$ cat config.mk
export PLATFORM = sky130hd
export DESIGN_NAME = turbo_block_receiver_flat
export DESIGN_NICKNAME = d
export VERILOG_FILES = /design/src/rtl/turbo_block_receiver_if.sv /design/src/rtl/turbo_block_receiver.sv /design/src/flat_wrapper.sv
export SDC_FILE = /design/constraint.sdc
export NUM_CORES = 1
export LEC_CHECK = 0
export ABC_AREA = 1
export CORE_MARGIN = 1.5
export CORE_UTILIZATION = 30
export CTS_CLUSTER_SIZE = 30
export DETAILED_ROUTE_END_ITERATION = 12
export GPL_TIMING_DRIVEN = 0
export PLACE_DENSITY = 0.48
export SYNTH_ARGS = -nofsm -noshare
export SYNTH_HDL_FRONTEND = slang
export SYNTH_SLANG_ARGS = --single-unit
$ cat constraint.sdc
create_clock -name clk -period 2.4 [get_ports clk]
set_clock_uncertainty 0.1 [all_clocks]
set_input_delay 0.24 -clock clk [delete_from_list [all_inputs] [get_ports clk]]
set_output_delay 0.24 -clock clk [all_outputs]
set_load 0.005 [all_outputs]
$ cat src/rtl/turbo_block_receiver_if.sv
// Symbol-in / result-out handshake bundle for turbo_block_receiver.
// The slave modport is the receiver; the master modport is the symbol source plus result consumer.
interface turbo_block_receiver_if #(
    parameter int BLOCK_LEN = 8
);
    localparam int CW = $clog2(BLOCK_LEN + 1);

    logic                 flush;
    logic [2:0]           sym_in;
    logic                 sym_valid;
    logic                 sym_ready;
    logic [BLOCK_LEN-1:0] data_out;
    logic [CW-1:0]        p1_err_cnt;
    logic [CW-1:0]        p2_err_cnt;
    logic                 blk_ok;
    logic                 out_valid;
    logic                 out_ready;

    modport slave (
        input  flush, sym_in, sym_valid, out_ready,
        output sym_ready, data_out, p1_err_cnt, p2_err_cnt, blk_ok, out_valid
    );

    modport master (
        output flush, sym_in, sym_valid, out_ready,
        input  sym_ready, data_out, p1_err_cnt, p2_err_cnt, blk_ok, out_valid
    );
endinterface

$ cat src/rtl/turbo_block_receiver.sv
// Hard-decision turbo block checker: buffers one {p2,p1,sys} block, re-encodes the systematic
// bits through both RSC encoders (encoder 2 via interleaver) and reports parity mismatch counts.
module turbo_block_receiver #(
    parameter int BLOCK_LEN = 8,
    parameter int IL_A      = 5,
    parameter int IL_B      = 3
) (
    input  logic                   clk,
    input  logic                   rst_n,
    turbo_block_receiver_if.slave  bus
);
    localparam int CW = $clog2(BLOCK_LEN + 1);
    localparam int IW = $clog2(BLOCK_LEN);

    typedef enum logic [1:0] {ST_COLLECT, ST_CHECK, ST_OUTPUT} state_e;

    state_e               state_q, state_d;
    logic [CW-1:0]        k_q, k_d;
    logic [BLOCK_LEN-1:0] sys_q, sys_d, p1_q, p1_d, p2_q, p2_d;
    logic [2:0]           enc1_q, enc1_d, enc2_q, enc2_d;
    logic [CW-1:0]        cnt1_q, cnt1_d, cnt2_q, cnt2_d;
    logic [BLOCK_LEN-1:0] data_q, data_d;
    logic [CW-1:0]        p1_cnt_q, p1_cnt_d, p2_cnt_q, p2_cnt_d;
    logic                 blk_ok_q, blk_ok_d;
    logic                 out_valid_q, out_valid_d;
    logic                 sym_ready_q, sym_ready_d;

    logic [IW-1:0] step_idx, il_idx;
    logic [31:0]   il_full;
    logic          u1, u2, a1, a2, par1, par2;

    assign step_idx = k_q[IW-1:0];
    // BLOCK_LEN is a power of two, so the modulo is just the low index bits.
    assign il_full  = 32'(IL_A) * 32'(k_q) + 32'(IL_B);
    assign il_idx   = il_full[IW-1:0];

    assign u1   = sys_q[step_idx];
    assign u2   = sys_q[il_idx];
    assign a1   = u1 ^ enc1_q[1] ^ enc1_q[2];
    assign a2   = u2 ^ enc2_q[1] ^ enc2_q[2];
    assign par1 = a1 ^ enc1_q[0] ^ enc1_q[2];
    assign par2 = a2 ^ enc2_q[0] ^ enc2_q[2];

    always_comb begin
        // NOTE: every _d starts from its _q so no path leaves a variable unassigned (no latches).
        state_d     = state_q;
        k_d         = k_q;
        sys_d       = sys_q;
        p1_d        = p1_q;
        p2_d        = p2_q;
        enc1_d      = enc1_q;
        enc2_d      = enc2_q;
        cnt1_d      = cnt1_q;
        cnt2_d      = cnt2_q;
        data_d      = data_q;
        p1_cnt_d    = p1_cnt_q;
        p2_cnt_d    = p2_cnt_q;
        blk_ok_d    = blk_ok_q;
        out_valid_d = out_valid_q;
        sym_ready_d = sym_ready_q;

        unique case (state_q)
            ST_COLLECT: begin
                if (bus.sym_valid && sym_ready_q) begin
                    sys_d[step_idx] = bus.sym_in[0];
                    p1_d[step_idx]  = bus.sym_in[1];
                    p2_d[step_idx]  = bus.sym_in[2];
                    if (k_q == CW'(BLOCK_LEN - 1)) begin
                        k_d         = '0;
                        state_d     = ST_CHECK;
                        sym_ready_d = 1'b0;
                        enc1_d      = '0;
                        enc2_d      = '0;
                        cnt1_d      = '0;
                        cnt2_d      = '0;
                    end else begin
                        k_d = k_q + CW'(1);
                    end
                end
            end
            ST_CHECK: begin
                // One extra cycle after the last step publishes the finished counts.
                if (k_q == CW'(BLOCK_LEN)) begin
                    data_d      = sys_q;
                    p1_cnt_d    = cnt1_q;
                    p2_cnt_d    = cnt2_q;
                    blk_ok_d    = (cnt1_q == '0) && (cnt2_q == '0);
                    out_valid_d = 1'b1;
                    k_d         = '0;
                    state_d     = ST_OUTPUT;
                end else begin
                    enc1_d = {enc1_q[1], enc1_q[0], a1};
                    enc2_d = {enc2_q[1], enc2_q[0], a2};
                    cnt1_d = cnt1_q + CW'(par1 != p1_q[step_idx]);
                    cnt2_d = cnt2_q + CW'(par2 != p2_q[step_idx]);
                    k_d    = k_q + CW'(1);
                end
            end
            ST_OUTPUT: begin
                if (bus.out_ready) begin
                    out_valid_d = 1'b0;
                    sym_ready_d = 1'b1;
                    state_d     = ST_COLLECT;
                end
            end
            default: state_d = ST_COLLECT;
        endcase

        // Flush overrides any handshake in the same cycle, including the symbol write.
        if (bus.flush) begin
            state_d     = ST_COLLECT;
            k_d         = '0;
            sys_d       = sys_q;
            p1_d        = p1_q;
            p2_d        = p2_q;
            cnt1_d      = '0;
            cnt2_d      = '0;
            p1_cnt_d    = '0;
            p2_cnt_d    = '0;
            blk_ok_d    = 1'b1;
            out_valid_d = 1'b0;
            sym_ready_d = 1'b1;
        end
    end

    // NOTE: state is updated with non-blocking assignments only; blocking here would race readers.
    always_ff @(posedge clk or negedge rst_n) begin
        if (!rst_n) begin
            state_q     <= ST_COLLECT;
            k_q         <= '0;
            // NOTE: the symbol buffers are flops, not RAM, so clearing them on reset is cheap.
            sys_q       <= '0;
            p1_q        <= '0;
            p2_q        <= '0;
            enc1_q      <= '0;
            enc2_q      <= '0;
            cnt1_q      <= '0;
            cnt2_q      <= '0;
            data_q      <= '0;
            p1_cnt_q    <= '0;
            p2_cnt_q    <= '0;
            blk_ok_q    <= 1'b1;
            out_valid_q <= 1'b0;
            sym_ready_q <= 1'b1;
        end else begin
            state_q     <= state_d;
            k_q         <= k_d;
            sys_q       <= sys_d;
            p1_q        <= p1_d;
            p2_q        <= p2_d;
            enc1_q      <= enc1_d;
            enc2_q      <= enc2_d;
            cnt1_q      <= cnt1_d;
            cnt2_q      <= cnt2_d;
            data_q      <= data_d;
            p1_cnt_q    <= p1_cnt_d;
            p2_cnt_q    <= p2_cnt_d;
            blk_ok_q    <= blk_ok_d;
            out_valid_q <= out_valid_d;
            sym_ready_q <= sym_ready_d;
        end
    end

    assign bus.sym_ready  = sym_ready_q;
    assign bus.out_valid  = out_valid_q;
    assign bus.data_out   = data_q;
    assign bus.p1_err_cnt = p1_cnt_q;
    assign bus.p2_err_cnt = p2_cnt_q;
    assign bus.blk_ok     = blk_ok_q;
endmodule

$ cat src/flat_wrapper.sv
// flat-port wrapper written by rule: the top's interface ports become plain ports
module turbo_block_receiver_flat 
#(
    parameter int BLOCK_LEN = 8,
    parameter int IL_A      = 5,
    parameter int IL_B      = 3
)
  (clk, rst_n, bus_flush, bus_sym_in, bus_sym_valid, bus_out_ready, bus_sym_ready, bus_data_out, bus_p1_err_cnt, bus_p2_err_cnt, bus_blk_ok, bus_out_valid);
  turbo_block_receiver_if #(.BLOCK_LEN(BLOCK_LEN)) bus_i ();
  input  logic clk;
  input  logic rst_n;
  input wire logic [$bits(bus_i.flush)-1:0] bus_flush;
  input wire logic [$bits(bus_i.sym_in)-1:0] bus_sym_in;
  input wire logic [$bits(bus_i.sym_valid)-1:0] bus_sym_valid;
  input wire logic [$bits(bus_i.out_ready)-1:0] bus_out_ready;
  output wire logic [$bits(bus_i.sym_ready)-1:0] bus_sym_ready;
  output wire logic [$bits(bus_i.data_out)-1:0] bus_data_out;
  output wire logic [$bits(bus_i.p1_err_cnt)-1:0] bus_p1_err_cnt;
  output wire logic [$bits(bus_i.p2_err_cnt)-1:0] bus_p2_err_cnt;
  output wire logic [$bits(bus_i.blk_ok)-1:0] bus_blk_ok;
  output wire logic [$bits(bus_i.out_valid)-1:0] bus_out_valid;
  assign bus_i.flush = bus_flush;
  assign bus_i.sym_in = bus_sym_in;
  assign bus_i.sym_valid = bus_sym_valid;
  assign bus_i.out_ready = bus_out_ready;
  assign bus_sym_ready = bus_i.sym_ready;
  assign bus_data_out = bus_i.data_out;
  assign bus_p1_err_cnt = bus_i.p1_err_cnt;
  assign bus_p2_err_cnt = bus_i.p2_err_cnt;
  assign bus_blk_ok = bus_i.blk_ok;
  assign bus_out_valid = bus_i.out_valid;
  turbo_block_receiver #(.BLOCK_LEN(BLOCK_LEN), .IL_A(IL_A), .IL_B(IL_B)) u_core (.clk(clk), .rst_n(rst_n), .bus(bus_i));
endmodule
* Word level (Yosys, flattened, before mapping)
Index checks and enable logic that the tools add are counted.
** Word-level totals
- Bits in registers :: 63
- Logic and storage cells :: 123
** Cells by class
- $add $sub $neg :: 4
- Multiply operators :: 1
- $lt $le $gt $ge :: 3
- Eq/ne operators :: 14
- Mux-type cells :: 56
- Bitwise logic cells :: 9
- Reduce and logical (&&, ||, !) cells :: 21
** Operator list (count)
- $mux 4 :: 16
- $bwmux 8 :: 3
- $pmux 4 s2 :: 3
- $reduce_and 4->1 :: 4
- $mux 1 :: 15
- $bmux 1 s3 :: 4
- $mux 3 :: 4
- $pmux 3 s2 :: 2
- $mux 2 :: 5
- $ne 3x2->1 const B :: 3
- $reduce_bool 3->1 :: 3
- $add 4x1->4 :: 2
- $logic_not 4->1 :: 2
- $lt 3x4->1 const B :: 2
- $xor 1x1->1 :: 8
- $ne 3x3->1 const B :: 2
- $pmux 2 s3 :: 1
- $reduce_and 2->1 :: 3
- $reduce_and 3->1 :: 2
- $reduce_bool 2->1 :: 3
- $add 4x1->4 const B :: 1
- $eq 4x3->1 const B :: 1
- $eq 4x4->1 const B :: 1
- $mul 3x4->3 const A :: 1
- 12 further kinds :: 17

* Longest topological paths before layout
Gate-level depths: netlist of run 1.
- Word-level depth :: 13
- Gate-level depth with buffers :: 20
- Mapped depth without buffers :: 19

* Worst setup path after synthesis of run 1
Ideal clock, no wire load.
- Kind :: reg-to-reg
- From :: reg u_core.k_q[0]
- To :: reg u_core.cnt2_q[1]
- Library setup time :: 126 ps
- Data arrival time :: 2174 ps
- Path slack :: 0 ps
- Cell stages (with the launch flop) :: 17
- Path buffers :: 2
- Clock period less this slack :: 2400 ps
- Cell sequence :: dfrtp_1 > buf_4 > inv_2 > buf_6 > ha_1 > inv_1 > nand3_1 > nand2_1 > nand3_1 > nand3_1 > nand2_1 > nand2_1 > nand2_1 > ha_1 > ha_1 > nand3_1 > o21ai_0
** Between the ends
- Longest elaborated chain between the ends :: 13
- Elaborated cells between the ends (all ways) :: 20
** Ends and longest elaborated chain
- start: declaration :: RTL line turbo_block_receiver.sv:18 : logic [CW-1:0] k_q, k_d;
- start signal: assignment :: RTL line turbo_block_receiver.sv:147 : k_q <= k_d;
- $mul 3x4->3 :: RTL line turbo_block_receiver.sv:34 : assign il_full = 32'(IL_A) * 32'(k_q) + 32'(IL_B);
- $add 3x2->3 :: RTL line turbo_block_receiver.sv:34
- $bmux 1 s3 :: RTL line turbo_block_receiver.sv:38 : assign u2 = sys_q[il_idx];
- $mux 1 (implied by the code) :: RTL line turbo_block_receiver.sv:38
- $xor 1x1->1 (2 in a row) :: RTL line turbo_block_receiver.sv:40 : assign a2 = u2 ^ enc2_q[1] ^ enc2_q[2];
- $xor 1x1->1 (2 in a row) :: RTL line turbo_block_receiver.sv:42 : assign par2 = a2 ^ enc2_q[0] ^ enc2_q[2];
- $ne 1x1->1 :: RTL line turbo_block_receiver.sv:95 : cnt2_d = cnt2_q + CW'(par2 != p2_q[step_idx]);
- $add 4x1->4 :: RTL line turbo_block_receiver.sv:95
- $mux 4 :: RTL line turbo_block_receiver.sv:83 : if (k_q == CW'(BLOCK_LEN)) begin
- $pmux 4 s2 :: RTL line turbo_block_receiver.sv:62 : unique case (state_q)
- $mux 4 :: RTL line turbo_block_receiver.sv:110 : if (bus.flush) begin
- end signal: assignment :: RTL line turbo_block_receiver.sv:154 : cnt2_q <= cnt2_d;
- end: declaration :: RTL line turbo_block_receiver.sv:21 : logic [CW-1:0] cnt1_q, cnt1_d, cnt2_q, cnt2_d;
Parallel ways exist; a longest one is shown, timed or not. The select of a mux whose other input is x is not followed.
A chain may end at the register's enable or synchronous reset.

* Worst setup path in the final report of run 1
- From :: reg u_core.k_q[0]
- To :: reg u_core.cnt2_q[2]
Same word-level chain as after synthesis.

==> impl_metrics.env, run 1 <==
export IMPL_status="completed"
export IMPL_fmax_ghz=0.429
export IMPL_finalHoldViolCount=0
export IMPL_ys_flop_type="dfrtp_1"
export IMPL_min_path_type="register to register"
export IMPL_crit_arrival_ns=2.45
export IMPL_start_util_pct=30.9
export IMPL_yosysSeqAreaShare_pct=46.9
export IMPL_post_route_period_util_pct=97.1
export IMPL_final_area_sq_um=4310
export IMPL_antenna_found_initial=0
export IMPL_track_usage_pct=15.3
export IMPL_reg2reg_slack_ns=0.07
export IMPL_fin_util_pct=39.6
export IMPL_drive_above_1_share_pct=24.0
export IMPL_syn_area_sq_um=3370
export IMPL_holdPathStages=2
export IMPL_die_h_um=109
export IMPL_hold_path_startpoint="u_core.bus.data_out[5]$_DFFE_PN0P_"
export IMPL_setup_ws_ns=0.0689
export IMPL_peakVddDrop_mv=0.347
export IMPL_cts_tree="yes"
export IMPL_syn_avg_cell_area_sq_um=8.28
export IMPL_dieArea_sq_um=11900
export IMPL_antennaDiodeCount=0
export IMPL_core_sq_um=10900
export IMPL_grt_pass1_vias=2746
export IMPL_dieWidth_um=109
export IMPL_area_growth_pct=27.8
export IMPL_cap_viol_max_count=0
export IMPL_wirelength_um=8470
export IMPL_cts_buffers_inserted=9
export IMPL_cp_max_fo=5
export IMPL_tightest_slew_ns=0.844
export IMPL_clk_pin_slew_worst_paths_ns=0.08
export IMPL_grt_util_met1_pct=20.9
export IMPL_dp_hpwl_um=5720
export IMPL_slew_viol_final=0
export IMPL_synth_compound_area_share_pct=11.5
export IMPL_synth_async_reset_ratio_pct=100
export IMPL_crit_type="register to register"
export IMPL_grt_ovfl_total=0
export IMPL_grt_pass1_wl_um=13900
export IMPL_holdWs_ns=0.378
export IMPL_dr_first_iter_drc_count=155
export IMPL_finalNetCount=473
export IMPL_p_leak_nw=1.99
export IMPL_period_needed_ns=2.33
export IMPL_synth_nets=422
export IMPL_drt_wirelength_per_cell_um=14.0
export IMPL_reg2reg_to="u_core.cnt2_q[2]$_DFFE_PN0P_"
export IMPL_powerDensity_nw_per_um2=981
export IMPL_grt_max_degree=64
export IMPL_yosysWarnings=0
export IMPL_ant_nets=0
export IMPL_synthXorXnorAreaFrac_pct=0.520
export IMPL_io_pins=27
export IMPL_setup_violations=0
export IMPL_vias=2834
export IMPL_r2r_start="u_core.k_q[0]$_DFFE_PN0P_"
export IMPL_cts_sinks=63
export IMPL_ys_ff_latch=63
export IMPL_syn_inst=407
export IMPL_firstDrtPassIters=4
export IMPL_rsz0062_at_grt="true"
export IMPL_root_buffer="clkbuf_8"
export IMPL_slew_headroom_pct=43.7
export IMPL_gp_congestion=0.773
export IMPL_synthMuxAreaShare_pct=0
export IMPL_busiest_layer="met2"
export IMPL_cts_max_level=3
export IMPL_synth_cell_types=35
export IMPL_hold_end="u_core.bus.data_out[5]$_DFFE_PN0P_"
export IMPL_synthSimpleGateAreaFrac_pct=30.2
export IMPL_reg2regPathDepth=19
export IMPL_crit_path_end_kind="register"
export IMPL_viasPerCell=4.70
export IMPL_synthAdderAreaFrac_pct=2.60
export IMPL_pre_cts_ws_ns=-0.365
export IMPL_synth_top_family_by_area="simple AND/OR/NAND/NOR gates"
export IMPL_remaining_drc_errors=0
export IMPL_cp_required_ns=2.52
export IMPL_synth_edff_count=0
export IMPL_placementRows=38
export IMPL_place_area_sq_um=3800
export IMPL_portBuffers=26
export IMPL_insertion_delay_ns=0.34
export IMPL_grtUsageMet2_pct=23.7
export IMPL_use_met3_pct=3.77
export IMPL_clock_path_buffers=2
export IMPL_cp_start_kind="register"
-- through the flow --
stage / setup TNS [ns] / cells / power [mW]
2_1_floorplan: 0 / 407 / 2.53
3_3_place_gp: -79.14 / 573 / 2.90
3_5_place_dp: -1.32 / 573 / 2.92
4_1_cts: 0 / 596 / 3.98
5_1_grt: -0.304 / 603 / 4.59
6_report: 0 / 603 / 4.23
-- critical path, cell delays in order (launching register included) --
cell and delay (ns):
dfrtp_1 0.38, buf_6 0.16, inv_8 0.05, buf_12 0.12, ha_4 0.30, inv_4 0.04
nand3_2 0.07, nand2_2 0.08, inv_2 0.05, nand2_1 0.06, nand3_2 0.09, nand2_2 0.07
nand2_2 0.06, nand2_2 0.06, ha_4 0.17, ha_4 0.16, nand2_2 0.06, nand2_1 0.05
nand2_1 0.06, nor2_1 0.04
-- synth_stat cells (3+ instances only) --
master   number  area share [%]
dfrtp_1      61              45
buf_4         3            0.67
a21oi_1       3            0.45
nand3_1      36             5.3
o21ai_0      57             8.5
nand4_4       7             4.4
nor2_1       22             2.5
nand2_2       4            0.74
buf_6         6             2.0
inv_2         7            0.78
ha_1          7             2.6
o21ai_1       6            0.89
nor3_1        3            0.45
inv_1        38             4.2
nand2_1     117              13
-- power by group --
part / leakage [nW] / internal, mW / switching [mW]
logic: 1.06 / 0.786 / 1.10
clock network: 0.0849 / 0.406 / 0.464
registers: 0.848 / 1.30 / 0.173
total: 1.99 / 2.49 / 1.74
-- flip-flops by register name (all words and copies together), names as in the netlist --
| name | flops |
|---|---|
| u_core.k_q | 4 |
| u_core.bus.blk_ok | 1 |
| u_core.bus.sym_ready | 1 |
| u_core.bus.p2_err_cnt | 4 |
| u_core.enc2_q | 3 |
| u_core.p1_q | 8 |
| u_core.bus.out_valid | 1 |
| u_core.enc1_q | 3 |
| u_core.cnt1_q | 4 |
| u_core.bus.p1_err_cnt | 4 |
| u_core.bus.data_out | 8 |
| u_core.p2_q | 8 |
| u_core.state_q | 2 |
| u_core.cnt2_q | 4 |
| u_core.sys_q | 8 |
-- cells by family (layout without fill, tap and decap cells) --
| group | after synthesis | in the layout |
|---|---|---|
| compound gates | 74 | 74 |
| xor+xnor | 2 | 2 |
| fa+ha+maj | 7 | 7 |
| buf+inv | 59 | 115 |
| flops | 63 | 63 |
| simple gates | 202 | 202 |
-- cell type report --
type	count	area (sq um)
Clock inverter	6	45.0
Inverter	46	184
Buffer	13	140
Sequential cell	63	1580
Fill cell	1129	6580
Clock buffer	10	138
Multi-Input combinational cell	285	1660
Tap cell	140	175
Timing Repair Buffer	40	383
-- layer usage --
metal | routed length, um | up-vias
li1 | - | 1429
met1 | 4220 | 1346
met2 | 3850 | 51
met3 | 293 | 8
met4 | 100 | 0
met5 | 0 | -
-- worst max path at each step --
stage	from	end	slack, ns	cells after the start
6_report	u_core.k_q[0]$_DFFE_PN0P_	u_core.cnt2_q[2]$_DFFE_PN0P_	0.07	19
5_1_grt	u_core.k_q[0]$_DFFE_PN0P_	u_core.cnt2_q[3]$_DFFE_PN0P_	-0.07	16
4_1_cts	u_core.k_q[0]$_DFFE_PN0P_	u_core.cnt1_q[2]$_DFFE_PN0P_	0.02	17
3_5_place_dp	u_core.k_q[1]$_DFFE_PN0P_	u_core.cnt2_q[1]$_DFFE_PN0P_	-0.37	15
3_3_place_gp	rst_n	u_core.p1_q[5]$_DFFE_PN0P_	-1.27	1
2_1_floorplan	u_core.k_q[0]$_DFFE_PN0P_	u_core.cnt2_q[1]$_DFFE_PN0P_	0.0002	16
-- timing repair --
item	4_1_cts	5_1_grt
hold buffers	1	0
hold endpoints to repair	61	0
setup endpoints to repair	15	7
buffers inserted	6	6
gates cloned	0	1
pin swaps	3	26
gates resized for setup	17	47
-- cells in the final DEF (no fill, tap or decap), drive strengths merged --
cell,n
o22ai,2
nor3,5
buf,24
ha,7
nor3b,2
dfrtp,61
o21bai,1
o21ai,64
clkinv,3
clkbuf,13
nand3b,1
a31oi,2
dlygate4sd3,1
clkdlybuf4s50,25
a21oi,3
inv,46
clkinvlp,3
dfstp,2
nand3,38
a211oi,1
nand4,9
o31ai,1
xnor2,2
nand2,121
nor2,26
Power figures use the tool's default switching activity.
==> inputs of run 2 (changes only) <==
--- a/config.mk
+++ b/config.mk
@@ -10,7 +10,6 @@
 export CORE_UTILIZATION = 30
 export CTS_CLUSTER_SIZE = 30
 export DETAILED_ROUTE_END_ITERATION = 12
-export GPL_TIMING_DRIVEN = 0
 export PLACE_DENSITY = 0.48
 export SYNTH_ARGS = -nofsm -noshare
 export SYNTH_HDL_FRONTEND = slang
==> run 2 against run 1 <==
  * Die area stayed put
  * Worst hold slack lost 0.18 ns
  * Worst setup slack improved by 0.044 ns
  * Utilization is 1.2 points higher
  * Clock power grew 1%
  * Flip-flop and latch count is the same
  * Combinational power hardly changed
  * Cell count is 0.50% lower
  * Critical endpoint is now u_core.cnt2_q[3]$_DFFE_PN0P_
  * Highest routed layer unchanged
==> impl_metrics.env, run 2 (synthesis gave the netlist of run 1 again) <==
export IMPL_dieWidth_um=109
export IMPL_layout_common_cells="nand2_1 (99), dfrtp_1 (60), o21ai_0 (49)"
export IMPL_place_inst=574
export IMPL_post_route_period_util_pct=95.3
export IMPL_tightest_slew_ns=0.383
export IMPL_p_leak_nw=2.02
export IMPL_vias=2813
export IMPL_core_sq_um=10900
export IMPL_crit_path_cell_trace="clkinv_4 > buf_12 > buf_4 > nand2_1 > nand3_2 > nand2_2 > inv_2 > nand3_2 > nand3_2 > nand2_2 > nand2_1 > nand2_2 > ha_4 > nand3_1 > o21ai_1 > nor3b_2"
export IMPL_dr_first_iter_drc_count=99
export IMPL_track_usage_pct=15.3
export IMPL_setup_violations=0
export IMPL_powerDensity_nw_per_um2=974
export IMPL_grt_pass1_wl_um=13700
export IMPL_cpLargestDelayFamily="simple AND/OR/NAND/NOR gates"
export IMPL_grt_ovfl_total=0
export IMPL_drt_wirelength_per_cell_um=13.9
export IMPL_area_growth_pct=31.6
export IMPL_cts_max_level=3
export IMPL_cts_buffers_inserted=9
export IMPL_root_buffer="clkbuf_8"
export IMPL_finalNetCount=471
export IMPL_critPathSlowestCell="dfrtp_2"
export IMPL_total_power_mw=4.32
export IMPL_cts_sinks=63
export IMPL_dp_hpwl_um=5850
export IMPL_antennaDiodeCount=0
export IMPL_switching_power_mw=1.76
export IMPL_dieArea_sq_um=11900
export IMPL_p_int_mw=2.56
export IMPL_place_area_sq_um=3850
export IMPL_die_h_um=109
export IMPL_cp_max_fo=6
export IMPL_final_area_sq_um=4430
export IMPL_critPathBufInv=4
export IMPL_cap_viol_max_count=0
export IMPL_nFillCells=1109
export IMPL_grt_pass1_vias=2759
export IMPL_slew_headroom_pct=74.3
export IMPL_viasPerCell=4.69
export IMPL_crit_path_end_kind="register"
export IMPL_period_needed_ns=2.29
export IMPL_finalHoldViolCount=0
export IMPL_cts_tree="yes"
export IMPL_grt_max_degree=33
export IMPL_placementRows=38
export IMPL_insertion_delay_ns=0.36
export IMPL_crit_arrival_ns=2.47
export IMPL_ant_nets=0
export IMPL_cp_start_kind="register"
export IMPL_pwr_share_seq_pct=35.1
export IMPL_final_common_cell="nand2_1"
export IMPL_fmax_ghz=0.437
export IMPL_wirelength_um=8360
export IMPL_multiInputGateArea_sq_um=1770
export IMPL_remaining_drc_errors=0
export IMPL_peakVddDrop_mv=0.395
export IMPL_cpPeakStageDelay_ns=0.47
export IMPL_drive_above_1_share_pct=27.4
export IMPL_gp_congestion=0.760
export IMPL_clock_path_buffers=2
export IMPL_portBuffers=26
export IMPL_status="completed"
export IMPL_clk_pin_slew_worst_paths_ns=0.07
export IMPL_io_pins=27
export IMPL_min_path_type="input pin to asynchronous set/reset pin"
export IMPL_crit_type="register to register"
export IMPL_regArea_sq_um=1580
export IMPL_rsz0062_at_grt="true"
export IMPL_slew_viol_final=0
export IMPL_start_util_pct=30.9
export IMPL_switching_share_pct=40.8
export IMPL_pwr_share_comb_pct=44.5
export IMPL_cp_required_ns=2.58
export IMPL_final_cell_count_no_fill=600
export IMPL_firstDrtPassIters=4
export IMPL_clockPowerShare_pct=20.4
export IMPL_antenna_found_initial=0
run 2: cell types whose count changed in the layout (fill, tap and decap cells not counted), sizes merged:
| cell | before | now |
|---|---|---|
| inv | 46 | 44 |
| clkinv | 3 | 4 |
| clkinvlp | 3 | 1 |
run 2: layer usage:
layer  up-vias  track usage (%)  routed length [um]  part of all wire (%)
met5         -                0                   0                     0
met4         0             5.92                 125                   1.5
met3         9             3.23                 269                   3.2
met2        37             23.6                3860                    46
met1      1336             20.8                4110                    49
li1       1431                -                   -                     -
run 2: metrics by stage:
stage | hold WS (ns) | setup TNS (ns) | util (%) | setup slack (ns)
after global routing | 0.205 | -0.0925 | 40.7 | -0.0483
final | 0.195 | 0 | 40.7 | 0.113
after detailed placement | 0.0451 | -0.00682 | 35.3 | -0.00682
after global placement | 0.0386 | 0 | 35.3 | 0.0621
after CTS | 0.182 | 0 | 37.7 | 0.00515
after floorplan | -0.156 | 0 | - | 0.000180
run 2: cell type report:
cell class | count | area share (%)
timing repair buffer | 51 | 12.4
sequential | 63 | 35.6
clock buffer | 12 | 3.72
clock inverter | 3 | 0.395
tap | 140 | 3.95
multi-input combinational | 285 | 39.9
inverter | 46 | 4.04
run 2: worst paths after layout:
path / slack (ns) / to / startpoint / cells after the start
setup reg to reg: 0.11 / u_core.cnt2_q[3]$_DFFE_PN0P_ / u_core.k_q[0]$_DFFE_PN0P_ / 16
hold reg to reg: 0.38 / u_core.bus.data_out[7]$_DFFE_PN0P_ / u_core.bus.data_out[7]$_DFFE_PN0P_ / 2
max in group asynchronous: 1.35 / u_core.bus.blk_ok$_DFFE_PN1P_ / rst_n / 3
min in group clk: 0.38 / u_core.bus.data_out[7]$_DFFE_PN0P_ / u_core.bus.data_out[7]$_DFFE_PN0P_ / 2
hold / removal: 0.20 / u_core.bus.p1_err_cnt[3]$_DFFE_PN0P_ / rst_n / 2
setup / recovery: 0.11 / u_core.cnt2_q[3]$_DFFE_PN0P_ / u_core.k_q[0]$_DFFE_PN0P_ / 16
run 2: repair_timing:
action                     CTS  global route
cloned                       1             1
hold endpoints to repair    42             0
pin swaps                    0            31
hold buffers                 1             0
setup endpoints to repair    1             7
setup buffers                2             7
gates resized for setup      2            83
run 2: power by group through the flow:
stage / combinational, mW / clock, mW / sequential (mW)
floorplan: 1.09 / 0 / 1.44
global placement: 1.43 / 0 / 1.49
detailed placement: 1.46 / 0 / 1.49
CTS: 1.52 / 0.915 / 1.48
global route: 2.17 / 0.959 / 1.55
finish: 1.92 / 0.881 / 1.52
